===== config.mk =====
export PLATFORM = sky130hd
export DESIGN_NAME = ret_stack_ctrl_flat
export DESIGN_NICKNAME = d
export VERILOG_FILES = /design/src/rtl/ret_stack_if.sv /design/src/rtl/ret_stack_ctrl.sv /design/src/flat_wrapper.sv
export SDC_FILE = /design/constraint.sdc
export NUM_CORES = 1
export LEC_CHECK = 0
export CELL_PAD_IN_SITES_DETAIL_PLACEMENT = 1
export CELL_PAD_IN_SITES_GLOBAL_PLACEMENT = 1
export CORE_ASPECT_RATIO = 0.9
export CORE_MARGIN = 10
export CORE_UTILIZATION = 55
export DETAILED_ROUTE_END_ITERATION = 6
export HOLD_SLACK_MARGIN = 0.15
export PLACE_DENSITY_LB_ADDON = 0.1
export SLEW_MARGIN = 30
export SYNTH_ARGS = -nofsm -noshare
export SYNTH_HDL_FRONTEND = slang
export SYNTH_SLANG_ARGS = --single-unit

===== constraint.sdc =====
create_clock -name clk -period 10.85 [get_ports clk]
set_clock_uncertainty 0.15 [all_clocks]
set_input_delay 3.255 -clock clk [delete_from_list [all_inputs] [get_ports clk]]
set_output_delay 3.255 -clock clk [all_outputs]
set_load 0.05 [all_outputs]

===== src/rtl/ret_stack_if.sv =====
`default_nettype none
// ============================================================================
//  Module   : ret_stack_if
//  Brief    : Sequencer-side bundle for the return-address stack: operation
//             requests in, registered stack status out.
//  Revision : 1.0  initial release
// ============================================================================
interface ret_stack_if #(
    parameter int AW    = 15,
    parameter int DEPTH = 16,
    parameter int PW    = $clog2(DEPTH + 1)
);
    logic          push;
    logic          pop;
    logic [AW-1:0] push_data;
    logic          push_irq;
    logic          flush;
    logic          err_clr;
    logic [AW-1:0] top;
    logic          top_irq;
    logic [PW-1:0] depth;
    logic          full;
    logic          empty;
    logic [PW-1:0] irq_nest;
    logic          irq_ret;
    logic          ovf_err;
    logic          unf_err;

    // Address sequencer side: issues stack operations, observes status.
    modport master (
        output push, pop, push_data, push_irq, flush, err_clr,
        input  top, top_irq, depth, full, empty, irq_nest, irq_ret,
               ovf_err, unf_err
    );

    // Stack controller side.
    modport slave (
        input  push, pop, push_data, push_irq, flush, err_clr,
        output top, top_irq, depth, full, empty, irq_nest, irq_ret,
               ovf_err, unf_err
    );
endinterface
`default_nettype wire


===== src/rtl/ret_stack_ctrl.sv =====
`default_nettype none
// ============================================================================
//  Module   : ret_stack_ctrl
//  Brief    : Parametrised return-address stack with per-entry interrupt tag,
//             drop-or-overwrite overflow handling, sticky error flags and a
//             synchronous flush. All status outputs are registered.
//  Revision : 1.0  initial release
// ============================================================================
module ret_stack_ctrl #(
    parameter int AW       = 15,
    parameter int DEPTH    = 16,
    parameter int OVF_MODE = 0
) (
    input  wire logic   clk,
    input  wire logic   rst,
    ret_stack_if.slave  bus
);
    localparam int            PW      = $clog2(DEPTH + 1);
    localparam int            IW      = $clog2(DEPTH);
    localparam logic [PW-1:0] C_DEPTH = PW'(DEPTH);
    localparam logic [PW-1:0] C_ONE   = PW'(1);

    // Entry layout: {tag, address}. Storage is a ring: r_base is the oldest
    // slot, the top sits at r_base + r_cnt - 1 (mod DEPTH).
    logic [AW:0]    r_mem [DEPTH];
    logic [IW-1:0]  r_base;
    logic [PW-1:0]  r_cnt;
    logic [PW-1:0]  r_nest;
    logic [AW-1:0]  r_top;
    logic           r_top_irq;
    logic           r_ret;
    logic           r_ovf;
    logic           r_unf;
    logic           r_full;
    logic           r_empty;

    logic [IW-1:0]  w_cnt_lo;
    logic [IW-1:0]  w_top_idx;
    logic [IW-1:0]  w_below_idx;
    logic [IW-1:0]  w_wr_idx;
    logic [AW:0]    w_old;
    logic [AW:0]    w_below;
    logic [AW:0]    w_oldest;
    logic           w_is_full;
    logic           w_is_empty;

    logic [IW-1:0]  w_base_nxt;
    logic [PW-1:0]  w_cnt_nxt;
    logic [PW-1:0]  w_nest_nxt;
    logic [AW-1:0]  w_top_nxt;
    logic           w_tag_nxt;
    logic           w_ret_nxt;
    logic           w_ovf_nxt;
    logic           w_unf_nxt;
    logic           w_we;
    logic [IW-1:0]  w_widx;

    // DEPTH is a power of two, so the low IW bits of the count are count mod DEPTH.
    assign w_cnt_lo    = r_cnt[IW-1:0];
    assign w_top_idx   = r_base + w_cnt_lo - IW'(1);
    assign w_below_idx = w_top_idx - IW'(1);
    assign w_wr_idx    = r_base + w_cnt_lo;
    assign w_old       = r_mem[w_top_idx];
    assign w_below     = r_mem[w_below_idx];
    assign w_oldest    = r_mem[r_base];
    assign w_is_full   = (r_cnt == C_DEPTH);
    assign w_is_empty  = (r_cnt == '0);

    // Operation decode: flush first, then {push,pop}; computes next state and
    // the next registered top so outputs reflect the operation one edge later.
    always_comb begin
        w_base_nxt = r_base;
        w_cnt_nxt  = r_cnt;
        w_nest_nxt = r_nest;
        w_top_nxt  = r_top;
        w_tag_nxt  = r_top_irq;
        w_ret_nxt  = 1'b0;
        w_ovf_nxt  = r_ovf & ~bus.err_clr;
        w_unf_nxt  = r_unf & ~bus.err_clr;
        w_we       = 1'b0;
        w_widx     = w_wr_idx;

        if (bus.flush) begin
            w_cnt_nxt  = '0;
            w_nest_nxt = '0;
            w_top_nxt  = '0;
            w_tag_nxt  = 1'b0;
        end else if (bus.push && (!bus.pop || w_is_empty)) begin
            // Plain push; push+pop on an empty stack lands here too.
            if (!w_is_full) begin
                w_we       = 1'b1;
                w_widx     = w_wr_idx;
                w_cnt_nxt  = r_cnt + C_ONE;
                w_nest_nxt = r_nest + PW'(bus.push_irq);
                w_top_nxt  = bus.push_data;
                w_tag_nxt  = bus.push_irq;
            end else if (OVF_MODE == 0) begin
                w_ovf_nxt  = 1'b1;
            end else begin
                // Full ring: the oldest slot is reused as the new top.
                w_we       = 1'b1;
                w_widx     = r_base;
                w_base_nxt = r_base + IW'(1);
                w_nest_nxt = r_nest - PW'(w_oldest[AW]) + PW'(bus.push_irq);
                w_top_nxt  = bus.push_data;
                w_tag_nxt  = bus.push_irq;
                w_ovf_nxt  = 1'b1;
            end
        end else if (bus.push && bus.pop) begin
            // Replace top in place; the departing entry may end an interrupt.
            w_we       = 1'b1;
            w_widx     = w_top_idx;
            w_nest_nxt = r_nest - PW'(w_old[AW]) + PW'(bus.push_irq);
            w_ret_nxt  = w_old[AW];
            w_top_nxt  = bus.push_data;
            w_tag_nxt  = bus.push_irq;
        end else if (bus.pop) begin
            if (w_is_empty) begin
                w_unf_nxt = 1'b1;
            end else begin
                w_cnt_nxt  = r_cnt - C_ONE;
                w_nest_nxt = r_nest - PW'(w_old[AW]);
                w_ret_nxt  = w_old[AW];
                if (r_cnt == C_ONE) begin
                    w_top_nxt = '0;
                    w_tag_nxt = 1'b0;
                end else begin
                    w_top_nxt = w_below[AW-1:0];
                    w_tag_nxt = w_below[AW];
                end
            end
        end
    end

    // Entry storage; contents after reset are don't-care so no reset here.
    always_ff @(posedge clk) begin
        if (w_we) begin
            r_mem[w_widx] <= {bus.push_irq, bus.push_data};
        end
    end

    // Control and status registers with asynchronous reset.
    always_ff @(posedge clk or posedge rst) begin
        if (rst) begin
            r_base    <= '0;
            r_cnt     <= '0;
            r_nest    <= '0;
            r_top     <= '0;
            r_top_irq <= 1'b0;
            r_ret     <= 1'b0;
            r_ovf     <= 1'b0;
            r_unf     <= 1'b0;
            r_full    <= 1'b0;
            r_empty   <= 1'b1;
        end else begin
            r_base    <= w_base_nxt;
            r_cnt     <= w_cnt_nxt;
            r_nest    <= w_nest_nxt;
            r_top     <= w_top_nxt;
            r_top_irq <= w_tag_nxt;
            r_ret     <= w_ret_nxt;
            r_ovf     <= w_ovf_nxt;
            r_unf     <= w_unf_nxt;
            r_full    <= (w_cnt_nxt == C_DEPTH);
            r_empty   <= (w_cnt_nxt == '0);
        end
    end

    assign bus.top      = r_top;
    assign bus.top_irq  = r_top_irq;
    assign bus.depth    = r_cnt;
    assign bus.full     = r_full;
    assign bus.empty    = r_empty;
    assign bus.irq_nest = r_nest;
    assign bus.irq_ret  = r_ret;
    assign bus.ovf_err  = r_ovf;
    assign bus.unf_err  = r_unf;
endmodule
`default_nettype wire


===== src/flat_wrapper.sv =====
// flat-port wrapper written by rule: the top's interface ports become plain ports
module ret_stack_ctrl_flat 
#(
    parameter int AW       = 15,
    parameter int DEPTH    = 16,
    parameter int OVF_MODE = 0
)
  (clk, rst, bus_push, bus_pop, bus_push_data, bus_push_irq, bus_flush, bus_err_clr, bus_top, bus_top_irq, bus_depth, bus_full, bus_empty, bus_irq_nest, bus_irq_ret, bus_ovf_err, bus_unf_err);
  ret_stack_if #(.AW(AW), .DEPTH(DEPTH)) bus_i ();
  input  wire logic clk;
  input  wire logic rst;
  input wire logic [$bits(bus_i.push)-1:0] bus_push;
  input wire logic [$bits(bus_i.pop)-1:0] bus_pop;
  input wire logic [$bits(bus_i.push_data)-1:0] bus_push_data;
  input wire logic [$bits(bus_i.push_irq)-1:0] bus_push_irq;
  input wire logic [$bits(bus_i.flush)-1:0] bus_flush;
  input wire logic [$bits(bus_i.err_clr)-1:0] bus_err_clr;
  output wire logic [$bits(bus_i.top)-1:0] bus_top;
  output wire logic [$bits(bus_i.top_irq)-1:0] bus_top_irq;
  output wire logic [$bits(bus_i.depth)-1:0] bus_depth;
  output wire logic [$bits(bus_i.full)-1:0] bus_full;
  output wire logic [$bits(bus_i.empty)-1:0] bus_empty;
  output wire logic [$bits(bus_i.irq_nest)-1:0] bus_irq_nest;
  output wire logic [$bits(bus_i.irq_ret)-1:0] bus_irq_ret;
  output wire logic [$bits(bus_i.ovf_err)-1:0] bus_ovf_err;
  output wire logic [$bits(bus_i.unf_err)-1:0] bus_unf_err;
  assign bus_i.push = bus_push;
  assign bus_i.pop = bus_pop;
  assign bus_i.push_data = bus_push_data;
  assign bus_i.push_irq = bus_push_irq;
  assign bus_i.flush = bus_flush;
  assign bus_i.err_clr = bus_err_clr;
  assign bus_top = bus_i.top;
  assign bus_top_irq = bus_i.top_irq;
  assign bus_depth = bus_i.depth;
  assign bus_full = bus_i.full;
  assign bus_empty = bus_i.empty;
  assign bus_irq_nest = bus_i.irq_nest;
  assign bus_irq_ret = bus_i.irq_ret;
  assign bus_ovf_err = bus_i.ovf_err;
  assign bus_unf_err = bus_i.unf_err;
  ret_stack_ctrl #(.AW(AW), .DEPTH(DEPTH), .OVF_MODE(OVF_MODE)) u_core (.clk(clk), .rst(rst), .bus(bus_i));
endmodule

==> results.cfg, run 1 <==
[status]
status = finished, final reports clean

[layout]
final_cell_mix = edfxtp_1 (256), mux4_2 (67), clkdlybuf4s50_1 (52), o21ai_0 (32)
drive_above_1_share_pct = 21.5
nets = 791
final_common_cell = edfxtp_1
area_delta_synth_final_pct = 15.7
final_area_mm2 = 0.0141

[setup_path]
worstSetupPathType = in2reg
end_kind = flip-flop
cp_data_required_time_ns = 10.87
worstPathArrival_ns = 6.57
path_max_fanout = 19
worstSetupStartpointType = input pin

[floorplan]
initial_core_util_pct = 56.2
row_count = 51
die_height_um = 161
die_w_um = 177
die_area_mm2 = 0.0286
core-area_mm2 = 0.0218
pin_count = 53

[routing]
dr.first_iter.drc_count = 907
postRouteAntennaNets = 0
wl_per_cell_um = 31.5
firstDrtPassIters = 5
vias_per_cell = 6.77
drt-total-wl_mm = 33.8
route.detailed.drc = 0
vias = 7262

[place]
gp_congestion = 0.881
dpl_cell_area_mm2 = 0.0131
pre_cts_ws_ns = 3.92
port_buffers = 52
dp_hpwl_mm = 20.5

[cts]
clk_latency_ns = 0.56
htreeDepth = 1
clkTransAtPathRegs_ns = 0.06
cts_tree = built
clock-root-buffer = clkbuf_16
clockBufferDepth = 3
cts_hold_buffers = 0
cts-resized-gates = 0
numCtsBuffers = 29
cts.sinks = 287
postCtsSetupBuffers = 0

[timing]
setup_ws_ns = 4.30
tightest_slew_ns = 0.972
rsz0062_at_grt = no
max_freq_mhz = 153
final.setup.tns_ns = 0
slew_headroom_pct = 35.2
finalCritPeriodShare_pct = 60.3
hold_violations = 0
setup_viol = 0
period_minus_slack_ns = 6.55
slew_viol_final = 0

[synthesis]
synth.avg_cell_area_um2 = 17.5
netlist_area_mm2 = 0.0122
synth_edf_count = 256
ys_seq_area_share_pct = 69.3
yosys.area.top_type = edfxtp_1
synth_seq_cells = 287
yosys.area.top_type_share_pct = 62.9
syn_inst = 700
ys_top_cells_by_area = edfxtp_1 (63%), mux4_2 (12%), dfrtp_1 (6.1%)
synth-main-ff-cell = edfxtp_1
synthesis.nets = 733
async_reset_ff_share_pct = 10.8
synth_cell_types = 69
yosysWarnings = 0

[job]
drv_cap = 0

[power_and_ir_drop]
ir_drop_mv = 0.164
powerDensity_mw_per_mm2 = 225
cellLeakagePower_nw = 4.61

[global_route]
grt_usage_pct = 23.8
grt_pass1_vias = 7681
gr-total-overflow = 0
grt_max_degree = 64
grt_pass1_wl_mm = 50.7
antenna_found_initial = 1

[hold_path]
hold_class = reg2reg
## through the flow
| stage | instances | power, mW | utilization, % | hold slack [ns] |
|---|---|---|---|---|
| global route | 1072 | 3.30 | 64.9 | 0.426 |
| floorplan | 700 | 1.88 | - | 0.540 |
| finish | 1073 | 3.18 | 65.0 | 0.393 |
| detailed placement | 1018 | 2.14 | 60.2 | 0.384 |
| CTS | 1072 | 3.19 | 64.9 | 0.395 |
| global placement | 1018 | 2.12 | 60.2 | 0.369 |
## synth_stat cells, drive strengths merged (2+ instances only)
library cell  count
nand2b            4
nor4b             3
or3               2
edfxtp          256
o31ai             5
nor3             13
a21oi            23
a311o            15
nor4              4
mux2              3
o21ai            36
nor2             25
a211oi            3
dfrtp            30
and3              4
a211o             5
a31oi             4
nand3            24
inv              17
nand2            11
clkbuf           20
ha               11
a22oi            18
o22ai             2
or3b              2
nor2b             5
mux2i             9
nor3b             2
nand4            18
a311oi            2
a21boi            2
mux4             67
or4               2
buf              28
## registers in the layout, summed over array words and instances, names as in the netlist
| signal | count |
|---|---|
| u_core.bus.top_irq | 1 |
| u_core.bus.ovf_err | 1 |
| u_core.bus.empty | 1 |
| u_core.r_mem | 256 |
| u_core.bus.unf_err | 1 |
| u_core.bus.irq_nest | 5 |
| u_core.bus.irq_ret | 1 |
| u_core.bus.top | 15 |
| u_core.bus.depth | 5 |
| u_core.bus.full | 1 |
## final timing paths
kind	start	endpoint	slack, ns	depth (start not counted)
max in group asynchronous	rst	u_core.bus.depth[0]	7.19	3
hold / removal	u_core.bus.ovf_err	u_core.bus.ovf_err	0.39	2
min in group asynchronous	rst	u_core.bus.top[1]	2.95	3
hold reg to reg	u_core.bus.ovf_err	u_core.bus.ovf_err	0.39	2
setup / recovery	bus_pop	u_core.r_mem[11][10]	4.30	7
setup reg to reg	u_core.bus.depth[0]	u_core.bus.irq_nest[4]	5.49	14
## routing by layer
metal / wire length [µm] / track usage [%]
met5: 0 / 0
met2: 16100 / 37.2
met3: 2870 / 4.41
met1: 13500 / 32.5
met4: 1310 / 9.28
## final cells by class
cell class	count	area (µm²)
inverters	17	63.8
well taps	291	364
clock buffers	37	786
repair buffers	75	693
clock inverters	17	221
diodes	1	2.50
flip-flops and latches	287	8470
multi-input cells	348	3540
fillers	1833	7620
## where the power goes
| part | switching, mW | leakage [nW] | internal [mW] |
|---|---|---|---|
| Combinational | 0.498 | 1.40 | 0.330 |
| Clock | 0.428 | 0.498 | 0.614 |
| Sequential | 0.0531 | 2.71 | 1.25 |
## cell families after synthesis
group,count (synthesis),share of synthesized area [%]
AOI/OAI and AO/OA,129,7.35
xor gates and xnor gates,3,0.553
adders and majority gates,11,1.13
buffers and inverters,65,2.34
DFF,287,69.3
muxes,79,13.4
and+or+nand+nor,126,5.98
## critical path, stage by stage
cell             delay [ns]
clkdlybuf4s50_1        0.87
inv_1                  0.29
a31oi_2                0.19
buf_4                  0.29
nor2b_1                0.38
o21ai_0                0.43
nor2_2                 0.84
No activity file was read; power rests on OpenSTA's default activity.
==> inputs of run 2 (changes only) <==
--- a/config.mk
+++ b/config.mk
@@ -9,7 +9,7 @@
 export CELL_PAD_IN_SITES_GLOBAL_PLACEMENT = 1
 export CORE_ASPECT_RATIO = 0.9
 export CORE_MARGIN = 10
-export CORE_UTILIZATION = 55
+export CORE_UTILIZATION = 47
 export DETAILED_ROUTE_END_ITERATION = 6
 export HOLD_SLACK_MARGIN = 0.15
 export PLACE_DENSITY_LB_ADDON = 0.1
==> constraint.sdc (replaced) <==
create_clock -name clk -period 5.7 [get_ports clk]
set_clock_uncertainty 0.15 [all_clocks]
set_input_delay 1.71 -clock clk [delete_from_list [all_inputs] [get_ports clk]]
set_output_delay 1.71 -clock clk [all_outputs]
set_load 0.05 [all_outputs]
==> results.cfg, run 2 (synthesis gave the netlist of run 1 again) <==
[status]
status = finished, final reports clean

[setup_path]
path_max_fanout = 12
r2r_slack_ns = 0.93
r2r_end = u_core.bus.irq_nest[4]
worstPathArrival_ns = 5.06
r2r_start = u_core.bus.depth[0]
worstSetupStartpoint = u_core.bus.depth[0]
cp_data_required_time_ns = 6.00
end_kind = flip-flop
worstSetupStartpointType = flip-flop
reg2reg_depth = 14
worstSetupPathType = reg2reg

[hold_path]
hold_class = reg2reg
hold_path_depth = 2
hold_end = u_core.bus.ovf_err
min_from = u_core.bus.ovf_err

[layout]
nets = 805
antenna_cells = 0
drive_above_1_share_pct = 22.4
largest_register_ffs = 256
final_common_cell = edfxtp_1
final_cell_mix = edfxtp_1 (256), mux4_2 (67), clkdlybuf4s50_1 (52), buf_4 (35), o21ai_0 (33)
regMostFlops = u_core.r_mem
area_delta_synth_final_pct = 17.1
fin_util_pct = 56.4

[routing]
vias_per_cell = 6.12
route.detailed.drc = 0
firstDrtPassIters = 5
drt-total-wl_mm = 31.6
wl_per_cell_um = 27.8
postRouteAntennaNets = 0
dr.first_iter.drc_count = 728
vias = 6964

[floorplan]
die_area_mm2 = 0.0329
initial_core_util_pct = 48.1
row_count = 55
die_height_um = 173
pin_count = 53
core-area_mm2 = 0.0254
die_w_um = 190

[cts]
cts.sinks = 287
cts_tree = built
clockBufferDepth = 3
numCtsBuffers = 30
clkTransAtPathRegs_ns = 0.06
cts-resized-gates = 0
clk_latency_ns = 0.58
cts_hold_buffers = 0
clock-root-buffer = clkbuf_16
htreeDepth = 1
postCtsSetupBuffers = 0

[timing]
max_freq_mhz = 210
rsz0062_at_grt = no
setup_viol = 0
final.setup.tns_ns = 0
period_minus_slack_ns = 4.77
slew_headroom_pct = 43.8
tightest_slew_ns = 0.842
finalCritPeriodShare_pct = 83.6
hold_violations = 0
slew_viol_final = 0

[power_and_ir_drop]
ir_drop_mv = 0.279
power_mw = 6.06
powerDensity_mw_per_mm2 = 423
cellLeakagePower_nw = 4.69

[place]
port_buffers = 52
dp_hpwl_mm = 20.2
gp_congestion = 0.871

[global_route]
gr-total-overflow = 0
grt_usage_pct = 19.1
grt_pass1_wl_mm = 48.4
grt_max_degree = 72
grt_pass1_vias = 7549
antenna_found_initial = 0

[job]
drv_cap = 0
run 2: layer usage:
metal	global-route usage [%]	wire length (µm)	up-vias
li1	-	-	3030
met1	25.6	13700	3679
met2	31.6	15600	200
met3	2.98	1640	55
met4	5.02	765	0
met5	0	0	-
run 2: how the worst max path moves through the flow:
stage,slack [ns],end,cells after the start
3_3_place_gp,0.76,u_core.r_mem[12][3],6
3_5_place_dp,0.82,u_core.r_mem[1][6],7
5_1_grt,0.68,u_core.bus.irq_nest[4],14
4_1_cts,0.97,u_core.bus.irq_nest[4],14
6_report,0.93,u_core.bus.irq_nest[4],14
2_1_floorplan,0.60,u_core.bus.irq_nest[4],18
run 2: power by group:
part           switching [mW]  total (mW)  internal [mW]  leakage, nW
clock                   0.839        2.03           1.19        0.501
combinational           0.946        1.58          0.633         1.47
sequential             0.0587        2.44           2.38         2.71
run 2: area by class of cell:
cell class              instances  area (µm²)
fillers                      2279       11100
flip-flops and latches        287        8470
multi-input cells             348        3520
repair buffers                 88         795
clock buffers                  32         758
well taps                     342         428
clock inverters                24         274
inverters                      17        63.8
run 2: critical path: stages, from the launching register on:
cell and delay [ns]:
dfrtp_4 0.47, inv_1 0.25, ha_1 0.59, xor2_4 0.30, mux2i_1 0.12, mux4_2 0.47
mux2i_1 0.35, ha_1 0.25, ha_1 0.27, inv_1 0.08, ha_1 0.20, nand3_1 0.14
or3_1 0.37, a311oi_1 0.29, mux2_2 0.36
run 2: per-stage QoR:
stage / std cells / hold WS (ns) / instance area, µm² / setup slack, ns
floorplan: 700 / 0.540 / 12200 / 0.602
global placement: 1082 / 0.373 / 13300 / 0.763
detailed placement: 1082 / 0.422 / 13300 / 0.817
CTS: 1138 / 0.431 / 14300 / 0.971
global route: 1138 / 0.442 / 14300 / 0.677
finish: 1138 / 0.426 / 14300 / 0.934
==> inputs of run 3 (changes only) <==
--- a/config.mk
+++ b/config.mk
@@ -9,7 +9,7 @@
 export CELL_PAD_IN_SITES_GLOBAL_PLACEMENT = 1
 export CORE_ASPECT_RATIO = 0.9
 export CORE_MARGIN = 10
-export CORE_UTILIZATION = 47
+export CORE_UTILIZATION = 52
 export DETAILED_ROUTE_END_ITERATION = 6
 export HOLD_SLACK_MARGIN = 0.15
 export PLACE_DENSITY_LB_ADDON = 0.1
==> constraint.sdc (replaced) <==
create_clock -name clk -period 4.85 [get_ports clk]
set_clock_uncertainty 0.15 [all_clocks]
set_input_delay 1.455 -clock clk [delete_from_list [all_inputs] [get_ports clk]]
set_output_delay 1.455 -clock clk [all_outputs]
set_load 0.05 [all_outputs]
==> results.cfg, run 3 (synthesis gave the netlist of run 1 again) <==
[cts]
clk_latency_ns = 0.56
htreeDepth = 1
postCtsSetupBuffers = 0
cts_tree = built
numCtsBuffers = 29
clockBufferDepth = 3
clock-root-buffer = clkbuf_16
cts-resized-gates = 0
clkTransAtPathRegs_ns = 0.07
cts.sinks = 287
cts_hold_buffers = 0

[routing]
firstDrtPassIters = 5
vias = 7187
vias_per_cell = 6.50
route.detailed.drc = 0
dr.first_iter.drc_count = 910
wl_per_cell_um = 29.1
postRouteAntennaNets = 0
drt-total-wl_mm = 32.2

[global_route]
grt_max_degree = 60
gr-total-overflow = 0
grt_pass1_vias = 7678
antenna_found_initial = 0
grt_usage_pct = 21.4
grt_pass1_wl_mm = 49.0

[layout]
regMostFlops = u_core.r_mem
multi_input_area_mm2 = 0.00352
area_delta_synth_final_pct = 16.6
nets = 814
final_area_mm2 = 0.0142
drive_above_1_share_pct = 23.3
final_cell_mix = edfxtp_1 (256), mux4_2 (67), clkdlybuf4s50_1 (52), buf_4 (46), o21ai_0 (33)
final_common_cell = edfxtp_1
antenna_cells = 0
largest_register_ffs = 256
fill_cells = 2041
regArea_mm2 = 0.00847

[floorplan]
die_w_um = 182
pin_count = 53
row_count = 53
initial_core_util_pct = 52.5
die_height_um = 165
core-area_mm2 = 0.0233
die_area_mm2 = 0.0300

[setup_path]
worstSetupStartpointType = flip-flop
end_kind = flip-flop
path_max_fanout = 7
worstPathArrival_ns = 4.60
worstSetupPathType = reg2reg
cp_data_required_time_ns = 5.14

[timing]
slew_viol_final = 0
finalCritPeriodShare_pct = 88.9
hold_violations = 0
setup_viol = 0
slew_headroom_pct = 39.9
final.setup.tns_ns = 0
max_freq_mhz = 232
tightest_slew_ns = 0.901
period_minus_slack_ns = 4.31
rsz0062_at_grt = no

[power_and_ir_drop]
powerDensity_mw_per_mm2 = 489
cellLeakagePower_nw = 4.68
ir_drop_mv = 0.344

[place]
dpl_cell_area_mm2 = 0.0133
gp_congestion = 0.829
port_buffers = 52
dp_hpwl_mm = 20.2

[job]
drv_cap = 0

[hold_path]
hold_class = reg2reg

[status]
status = finished, final reports clean
## run 3: worst paths after layout
kind,startpoint,endpoint,slack (ns),cells after the start
min in group asynchronous,rst,u_core.bus.top[9],1.16,2
max in group asynchronous,rst,u_core.bus.top[14],2.85,3
max,u_core.bus.depth[1],u_core.bus.irq_nest[4],0.54,14
min,u_core.bus.ovf_err,u_core.bus.ovf_err,0.39,2
max reg2reg,u_core.bus.depth[1],u_core.bus.irq_nest[4],0.54,14
min reg2reg,u_core.bus.ovf_err,u_core.bus.ovf_err,0.39,2
## run 3: stage by stage
step / hold WS, ns / setup slack (ns) / total power [mW] / std cells / util, %
global placement: 0.379 / 0.669 / 4.74 / 1052 / 57.1
global route: 0.412 / 0.292 / 7.25 / 1106 / 61.2
detailed placement: 0.381 / 0.556 / 4.79 / 1052 / 57.1
finish: 0.386 / 0.540 / 6.96 / 1106 / 61.2
floorplan: 0.540 / 0.0636 / 4.20 / 700 / -
CTS: 0.391 / 0.528 / 6.99 / 1106 / 61.2
## run 3: area by class of cell
| cell class | count | area share (%) |
|---|---|---|
| tap | 302 | 2.65 |
| clock inverter | 14 | 1.11 |
| timing repair buffer | 98 | 6.08 |
| multi-input combinational | 348 | 24.7 |
| clock buffer | 40 | 5.52 |
| sequential | 287 | 59.4 |
| inverter | 17 | 0.448 |
## run 3: critical path, stage by stage (launching register included)
cell and delay [ns]:
dfrtp_1 0.48, inv_1 0.28, ha_1 0.33, xor2_4 0.29, mux2i_1 0.11, mux4_2 0.46
mux2i_1 0.25, ha_1 0.30, inv_1 0.07, ha_1 0.17, ha_1 0.20, nand3_1 0.12
or3_1 0.33, a311oi_1 0.29, mux2_2 0.36
## run 3: per-layer routing
metal  vias up  part of all wire, %  global-route usage, %
met2       273                   48                   34.9
met4         0                  3.0                   7.09
met5         -                    0                      0
li1       3057                    -                      -
met3        55                  5.7                   3.05
met1      3802                   43                   29.3
## run 3: power breakdown
part	internal (mW)	leakage [nW]	total [mW]	switching [mW]
clock	1.26	0.451	2.23	0.968
sequential	2.80	2.71	2.88	0.0792
combinational	0.754	1.52	1.85	1.10
